File: config.mk
export PLATFORM = sky130hd
export DESIGN_NAME = fpga_cfg_loader_flat
export DESIGN_NICKNAME = d
export VERILOG_FILES = /design/src/rtl/fpga_cfg_loader_pkg.sv /design/src/rtl/fpga_cfg_loader_if.sv /design/src/rtl/fpga_cfg_loader_crc16.sv /design/src/rtl/fpga_cfg_loader.sv /design/src/flat_wrapper.sv
export SDC_FILE = /design/constraint.sdc
export NUM_CORES = 1
export LEC_CHECK = 0
export ABC_CLOCK_PERIOD_IN_PS = 2400
export CORE_AREA = 3 3 120 122
export CTS_CLUSTER_DIAMETER = 120
export DETAILED_ROUTE_END_ITERATION = 16
export DIE_AREA = 0 0 123 125
export DONT_BUFFER_PORTS = 1
export PLACE_DENSITY_LB_ADDON = 0.15
export SKIP_CTS_REPAIR_TIMING = 1
export SLEW_MARGIN = 5
export SYNTH_ARGS = -nofsm -noshare
export SYNTH_HDL_FRONTEND = slang
export SYNTH_SLANG_ARGS = --single-unit
File: constraint.sdc
create_clock -name scan_clk -period 2.4 [get_ports scan_clk]
set_clock_uncertainty 0.2 [all_clocks]
set_input_delay 0.48 -clock scan_clk [delete_from_list [all_inputs] [get_ports scan_clk]]
set_output_delay 0.48 -clock scan_clk [all_outputs]
set_load 0.05 [all_outputs]
File: src/rtl/fpga_cfg_loader_pkg.sv
// Shared constants and types for the configuration loader.
package fpga_cfg_pkg;

  localparam logic [7:0]  CMD_LOAD_CLB  = 8'hA5;
  localparam logic [7:0]  CMD_LOAD_CONN = 8'h5A;
  localparam logic [15:0] CRC_POLY      = 16'h1021;
  localparam logic [15:0] CRC_INIT      = 16'hFFFF;

  typedef enum logic [2:0] {
    IDLE,
    SHIFT,
    CRC_HI,
    CRC_LO,
    FIN
  } cfg_state_e;

  typedef enum logic {
    CHAIN_CLB,
    CHAIN_CONN
  } cfg_chain_e;

  // Bits taken from the final payload byte of a chain of length len.
  function automatic logic [3:0] last_bits(input int unsigned len);
    return (len % 8 == 0) ? 4'd8 : 4'(len % 8);
  endfunction

endpackage

File: src/rtl/fpga_cfg_loader_if.sv
// Byte-wide valid/ready bitstream channel into the loader.
interface fpga_cfg_loader_if;
  logic [7:0] cfg_data;
  logic       cfg_valid;
  logic       cfg_ready;

  modport master (output cfg_data, output cfg_valid, input cfg_ready);
  modport slave  (input cfg_data, input cfg_valid, output cfg_ready);
endinterface

File: src/rtl/fpga_cfg_loader_crc16.sv
// Bit-serial CRC-16-CCITT, one message bit per enabled cycle.
module cfg_crc16_serial
  import fpga_cfg_pkg::*;
(
  input  logic        clk_i,
  input  logic        rst_i,
  input  logic        clr_i,
  input  logic        en_i,
  input  logic        bit_i,
  output logic [15:0] crc_o
);

  logic [15:0] crc_q, crc_d;
  logic        fb;

  always_comb begin
    fb    = crc_q[15] ^ bit_i;
    crc_d = crc_q;
    if (clr_i) begin
      crc_d = CRC_INIT;
    end else if (en_i) begin
      crc_d = {crc_q[14:0], 1'b0} ^ (fb ? CRC_POLY : '0);
    end
  end

  always_ff @(posedge clk_i) begin
    if (rst_i) crc_q <= CRC_INIT;
    else       crc_q <= crc_d;
  end

  assign crc_o = crc_q;

endmodule

File: src/rtl/fpga_cfg_loader.sv
// Bitstream front-end: decodes a command byte, serialises the payload into
// the CLB or connection scan chain, checks the CRC trailer, gates core reset.
module fpga_cfg_loader
  import fpga_cfg_pkg::*;
#(
  parameter int unsigned CLB_CHAIN_LEN  = 1024,
  parameter int unsigned CONN_CHAIN_LEN = 4096,
  parameter bit          CRC_EN         = 1'b1
) (
  input  logic             scan_clk,
  input  logic             reset,
  fpga_cfg_loader_if.slave cfg,
  output logic             clb_scan_in,
  output logic             clb_scan_en,
  output logic             conn_scan_in,
  output logic             conn_scan_en,
  output logic             core_reset,
  output logic             cfg_busy,
  output logic             cfg_done,
  output logic             cfg_err
);

  localparam int unsigned MAX_LEN   = (CLB_CHAIN_LEN > CONN_CHAIN_LEN) ? CLB_CHAIN_LEN
                                                                       : CONN_CHAIN_LEN;
  localparam int unsigned CW        = $clog2(MAX_LEN) + 1;
  localparam int unsigned MAX_BYTES = (MAX_LEN + 7) / 8;
  localparam int unsigned BW        = $clog2(MAX_BYTES) + 1;

  localparam logic [CW-1:0] CLB_LEN_C    = CW'(CLB_CHAIN_LEN);
  localparam logic [CW-1:0] CONN_LEN_C   = CW'(CONN_CHAIN_LEN);
  localparam logic [BW-1:0] CLB_BYTES_C  = BW'((CLB_CHAIN_LEN + 7) / 8);
  localparam logic [BW-1:0] CONN_BYTES_C = BW'((CONN_CHAIN_LEN + 7) / 8);
  localparam logic [3:0]    CLB_LAST_C   = last_bits(CLB_CHAIN_LEN);
  localparam logic [3:0]    CONN_LAST_C  = last_bits(CONN_CHAIN_LEN);

  cfg_state_e    state_q;
  cfg_chain_e    chain_q;
  logic [CW-1:0] len_q, bits_q;
  logic [BW-1:0] bytes_q;
  logic [3:0]    last_q, rem_q;
  logic [7:0]    shreg_q, crc_hi_q;
  logic          clb_in_q, clb_en_q, conn_in_q, conn_en_q;
  logic          core_rst_q, busy_q, done_q, err_q;

  logic          ready_c, xfer;
  logic          shift_v, shift_b;
  logic [3:0]    nb;
  logic [15:0]   crc_val;

  always_comb begin
    ready_c = 1'b0;
    case (state_q)
      IDLE:           ready_c = 1'b1;
      SHIFT:          ready_c = (rem_q <= 4'd1) && (bytes_q != '0);
      CRC_HI, CRC_LO: ready_c = 1'b1;
      default:        ready_c = 1'b0;
    endcase
  end

  assign cfg.cfg_ready = ready_c;
  assign xfer          = cfg.cfg_valid && ready_c;

  // A byte accepted with rem=0 contributes its MSB in the same cycle, so a
  // resumed stream costs no extra bubble after a stall.
  always_comb begin
    nb      = (bytes_q == BW'(1)) ? last_q : 4'd8;
    shift_v = 1'b0;
    shift_b = 1'b0;
    if (state_q == SHIFT) begin
      if (rem_q != '0) begin
        shift_v = 1'b1;
        shift_b = shreg_q[7];
      end else if (xfer) begin
        shift_v = 1'b1;
        shift_b = cfg.cfg_data[7];
      end
    end
  end

  cfg_crc16_serial u_crc (
    .clk_i (scan_clk),
    .rst_i (reset),
    .clr_i (state_q == IDLE),
    .en_i  (shift_v),
    .bit_i (shift_b),
    .crc_o (crc_val)
  );

  always_ff @(posedge scan_clk) begin
    if (reset) begin
      state_q    <= IDLE;
      chain_q    <= CHAIN_CLB;
      len_q      <= '0;
      bits_q     <= '0;
      bytes_q    <= '0;
      last_q     <= '0;
      rem_q      <= '0;
      shreg_q    <= '0;
      crc_hi_q   <= '0;
      clb_in_q   <= 1'b0;
      clb_en_q   <= 1'b0;
      conn_in_q  <= 1'b0;
      conn_en_q  <= 1'b0;
      core_rst_q <= 1'b1;
      busy_q     <= 1'b0;
      done_q     <= 1'b0;
      err_q      <= 1'b0;
    end else begin
      clb_en_q  <= 1'b0;
      conn_en_q <= 1'b0;
      done_q    <= 1'b0;
      case (state_q)
        IDLE: begin
          if (xfer) begin
            if (cfg.cfg_data == CMD_LOAD_CLB || cfg.cfg_data == CMD_LOAD_CONN) begin
              if (cfg.cfg_data == CMD_LOAD_CLB) begin
                chain_q <= CHAIN_CLB;
                len_q   <= CLB_LEN_C;
                bytes_q <= CLB_BYTES_C;
                last_q  <= CLB_LAST_C;
              end else begin
                chain_q <= CHAIN_CONN;
                len_q   <= CONN_LEN_C;
                bytes_q <= CONN_BYTES_C;
                last_q  <= CONN_LAST_C;
              end
              bits_q     <= '0;
              rem_q      <= '0;
              err_q      <= 1'b0;
              busy_q     <= 1'b1;
              core_rst_q <= 1'b1;
              state_q    <= SHIFT;
            end else begin
              err_q  <= 1'b1;
              done_q <= 1'b1;
            end
          end
        end
        SHIFT: begin
          if (shift_v) begin
            if (chain_q == CHAIN_CLB) begin
              clb_en_q <= 1'b1;
              clb_in_q <= shift_b;
            end else begin
              conn_en_q <= 1'b1;
              conn_in_q <= shift_b;
            end
            bits_q <= bits_q + CW'(1);
            if (bits_q + CW'(1) == len_q) begin
              state_q <= CRC_EN ? CRC_HI : FIN;
              done_q  <= !CRC_EN;
            end
          end
          if (xfer) begin
            bytes_q <= bytes_q - BW'(1);
            if (rem_q == '0) begin
              shreg_q <= {cfg.cfg_data[6:0], 1'b0};
              rem_q   <= nb - 4'd1;
            end else begin
              shreg_q <= cfg.cfg_data;
              rem_q   <= nb;
            end
          end else if (rem_q != '0) begin
            shreg_q <= shreg_q << 1;
            rem_q   <= rem_q - 4'd1;
          end
        end
        CRC_HI: begin
          if (xfer) begin
            crc_hi_q <= cfg.cfg_data;
            state_q  <= CRC_LO;
          end
        end
        CRC_LO: begin
          if (xfer) begin
            if ({crc_hi_q, cfg.cfg_data} != crc_val) err_q <= 1'b1;
            done_q  <= 1'b1;
            state_q <= FIN;
          end
        end
        FIN: begin
          busy_q     <= 1'b0;
          core_rst_q <= err_q;
          state_q    <= IDLE;
        end
        default: state_q <= IDLE;
      endcase
    end
  end

  assign clb_scan_in  = clb_in_q;
  assign clb_scan_en  = clb_en_q;
  assign conn_scan_in = conn_in_q;
  assign conn_scan_en = conn_en_q;
  assign core_reset   = core_rst_q;
  assign cfg_busy     = busy_q;
  assign cfg_done     = done_q;
  assign cfg_err      = err_q;

endmodule

File: src/flat_wrapper.sv
// flat-port wrapper written by rule: the top's interface ports become plain ports
module fpga_cfg_loader_flat import fpga_cfg_pkg::*;
#(
  parameter int unsigned CLB_CHAIN_LEN  = 1024,
  parameter int unsigned CONN_CHAIN_LEN = 4096,
  parameter bit          CRC_EN         = 1'b1
)
  (scan_clk, reset, clb_scan_in, clb_scan_en, conn_scan_in, conn_scan_en, core_reset, cfg_busy, cfg_done, cfg_err, cfg_cfg_data, cfg_cfg_valid, cfg_cfg_ready);
  fpga_cfg_loader_if cfg_i ();
  input  logic scan_clk;
  input  logic reset;
  output logic clb_scan_in;
  output logic clb_scan_en;
  output logic conn_scan_in;
  output logic conn_scan_en;
  output logic core_reset;
  output logic cfg_busy;
  output logic cfg_done;
  output logic cfg_err;
  input wire logic [$bits(cfg_i.cfg_data)-1:0] cfg_cfg_data;
  input wire logic [$bits(cfg_i.cfg_valid)-1:0] cfg_cfg_valid;
  output wire logic [$bits(cfg_i.cfg_ready)-1:0] cfg_cfg_ready;
  assign cfg_i.cfg_data = cfg_cfg_data;
  assign cfg_i.cfg_valid = cfg_cfg_valid;
  assign cfg_cfg_ready = cfg_i.cfg_ready;
  fpga_cfg_loader #(.CLB_CHAIN_LEN(CLB_CHAIN_LEN), .CONN_CHAIN_LEN(CONN_CHAIN_LEN), .CRC_EN(CRC_EN)) u_core (.scan_clk(scan_clk), .reset(reset), .cfg(cfg_i), .clb_scan_in(clb_scan_in), .clb_scan_en(clb_scan_en), .conn_scan_in(conn_scan_in), .conn_scan_en(conn_scan_en), .core_reset(core_reset), .cfg_busy(cfg_busy), .cfg_done(cfg_done), .cfg_err(cfg_err));
endmodule
==> impl_metrics.yaml <==
worst_hold_path:
  min_delay_path_depth: 1
  min_path_type: "in -> reg"
grt:
  grt_overflow_total: 0
  grt_max_degree: 55
  antenna_found_initial: 0
  grt_usage_pct: 14.4
  grt_pass1_wl_mm: 17.6
  first_global_vias: 3285
worst_setup_path:
  ff2ff_path_depth: 10
  crit_required_ps: 1720
  cp.arrival_ps: 1720
  endpoint_kind: "output pin"
  cp-start-kind: "flip-flop"
  crit_type: "reg -> out"
  crit_fanout: 3
yosys:
  syn_inst: 493
  synth_nets: 510
  synth_seq_area_share_pct: 36.8
  synth_edf_count: 0
  async_flop_share_pct: 0
  synth_area_per_cell_um2: 8.05
  synth-seq-cells: 73
  ys.flop_type: "dfxtp_1"
  ys_types: 60
  netlist_area_mm2: 0.00397
  synth_warnings: 0
clock_tree:
  clock_latency_ps: 340
  cts_buffer_depth: 2
  cts_tree: "yes"
  ctsRootBufferMaster: "clkbuf_16"
  cts_sinks: 73
  htree_levels: 3
  cts_buffers: 9
  path_clk_slew_ps: 60
sta:
  worstMarginPinSlew_ps: 1040
  finalMaxSlewViolations: 0
  fmax_ghz: 0.417
  hold_viol: 0
  max_slew_margin_pct: 30.7
  setup_viol: 0
  final.setup.tns_ps: 0
  rsz0062_at_grt: "true"
  fin_crit_ps: 2400
  period_share_pct: 99.9
placement:
  port_buffers: 0
  dpl.hpwl_mm: 7.39
  placed_cells: 669
  gp_congestion: 0.792
  placed_cell_area_mm2: 0.00433
pwr:
  clkPwrFrac_pct: 50.8
  p_int_w: 0.00215
  p_comb_share_pct: 4.2
  total_power_w: 0.00273
  power.switching_w: 0.000585
  power_frac_seq_pct: 45.0
  netSwitchingFraction_pct: 21.4
  peakVddDrop_mv: 0.236
  leakagePower_nw: 1.74
  power_density_mw_per_mm2: 572
final_layout:
  finish.instance_area_mm2: 0.00478
  fin_nets: 526
  layout_commonest_cell: "nand2_1"
  antenna_cells: 0
  drive_above_1_share_pct: 17.2
  mostFrequentLayoutCells: "nand2_1, dfxtp_1, nor2_1, a21oi_1, nand3_1"
  num-fill-cells: 1376
  area_growth_pct: 20.4
  fin_cells: 688
routing:
  drtIter0Drc: 175
  post-route-drc-count: 0
  wl_mm: 10.9
  drtPass1Iterations: 4
  via_count: 3528
  antenna_left: 0
  viasPerCell: 5.13
  wl_per_cell_um: 15.8
floorplan:
  dieArea_mm2: 0.0154
  num_io_pins: 20
  die_h_um: 125
  initial_core_util_pct: 29.8
  core_mm2: 0.0133
  die_width_um: 123
  row_count: 42
status:
  status: "completed"
flow_run:
  drv_cap: 0
[kinds of logic after synthesis]
logic type	after synthesis	synth area share, %
flip-flops	73	36.8
buffers and inverters	37	4.13
multiplexers	9	2.27
AND/OR/NAND/NOR	228	29.4
adder cells (fa/ha/maj)	6	1.89
XOR/XNOR	32	7.06
AO/OA/AOI/OAI	108	18.4
[layout make-up]
cell class                      count  area [um^2]  area share [%]
Tap cell                          176          220            4.61
Sequential cell                    73         1480            30.9
Timing Repair Buffer               35          335            7.02
Multi-Input combinational cell    383         2410            50.5
Inverter                            7         31.3           0.655
Clock inverter                      2         37.5           0.786
Clock buffer                       12          267            5.58
[cells in the mapped netlist (all sizes together), types with 4 or more instances]
cell	instances	area, um^2
inv	7	26.3
or2	5	31.3
and3	4	25.0
nand3	31	155
nor2	51	191
and2	4	25.0
nand2b	8	50.1
nor4	8	92.6
mux2i	9	90.1
nor2b	4	25.0
nand4	14	87.6
xnor2	26	228
a211oi	11	87.6
buf	12	70.1
a211o	4	35.0
nand3b	4	30.0
xor2	6	52.6
nand2	68	255
nor3	8	40.0
nor3b	5	42.5
a22oi	4	35.0
clkbuf	18	67.6
ha	6	75.1
a21oi	39	195
o211ai	12	90.1
o21ai	23	134
dfxtp	73	1460
[path summary, 6_finish.rpt]
path,from,to,slack [ps]
worst min register to register,u_core.shreg_q[4],u_core.shreg_q[4],250
worst min-delay path,reset,u_core.bytes_q[7],10
worst max register to register,u_core.rem_q[1],u_core.bytes_q[6],80
worst max-delay path,u_core.rem_q[1],cfg_cfg_ready,2
[registers in the layout, indices dropped and copies added (netlist names)]
signal               count
u_core.conn_scan_en      1
u_core.bytes_q          10
u_core.u_crc.crc_o      16
u_core.last_q            1
u_core.conn_scan_in      1
u_core.clb_scan_in       1
u_core.len_q             2
u_core.crc_hi_q          8
u_core.shreg_q           8
u_core.clb_scan_en       1
u_core.cfg_busy          1
u_core.state_q           3
u_core.cfg_err           1
u_core.rem_q             4
u_core.cfg_done          1
u_core.core_reset        1
u_core.bits_q           13
[routing by layer]
| layer | vias to the layer above | track usage, % | wire, um |
|---|---|---|---|
| met5 | - | 0 | 0 |
| met4 | 0 | 7.04 | 298 |
| met2 | 47 | 21.8 | 5030 |
| li1 | 1793 | - | - |
| met3 | 17 | 2.66 | 329 |
| met1 | 1671 | 19.7 | 5230 |
[power by group through the flow]
stage / logic, W / clock network (W) / registers [W]
after floorplan: 0.0000825 / 0 / 0.00126
after global placement: 0.0000964 / 0 / 0.00126
after detailed placement: 0.0000964 / 0 / 0.00126
after CTS: 0.0000969 / 0.00143 / 0.00123
after global routing: 0.000124 / 0.00148 / 0.00123
final: 0.000115 / 0.00139 / 0.00123
[worst max-delay path, cell delays in order, from the launching register on]
cell and delay, ps:
dfxtp_2 340, inv_4 80, ha_4 140, nor2_2 50, a311o_1 350, buf_6 140
a21oi_4 130, buf_12 150
[stage by stage]
stage                     hold WS, ps  utilization [%]  worst slack, ps
after global placement            234             32.6            -4.54
after floorplan                   231                -              180
after CTS                       -6.83             34.8             -231
after detailed placement          240             32.6            -32.6
final                            10.7             35.9             1.84
after global routing            0.759             35.9            -59.2
Note: power is estimated with default switching activity, not from simulation.
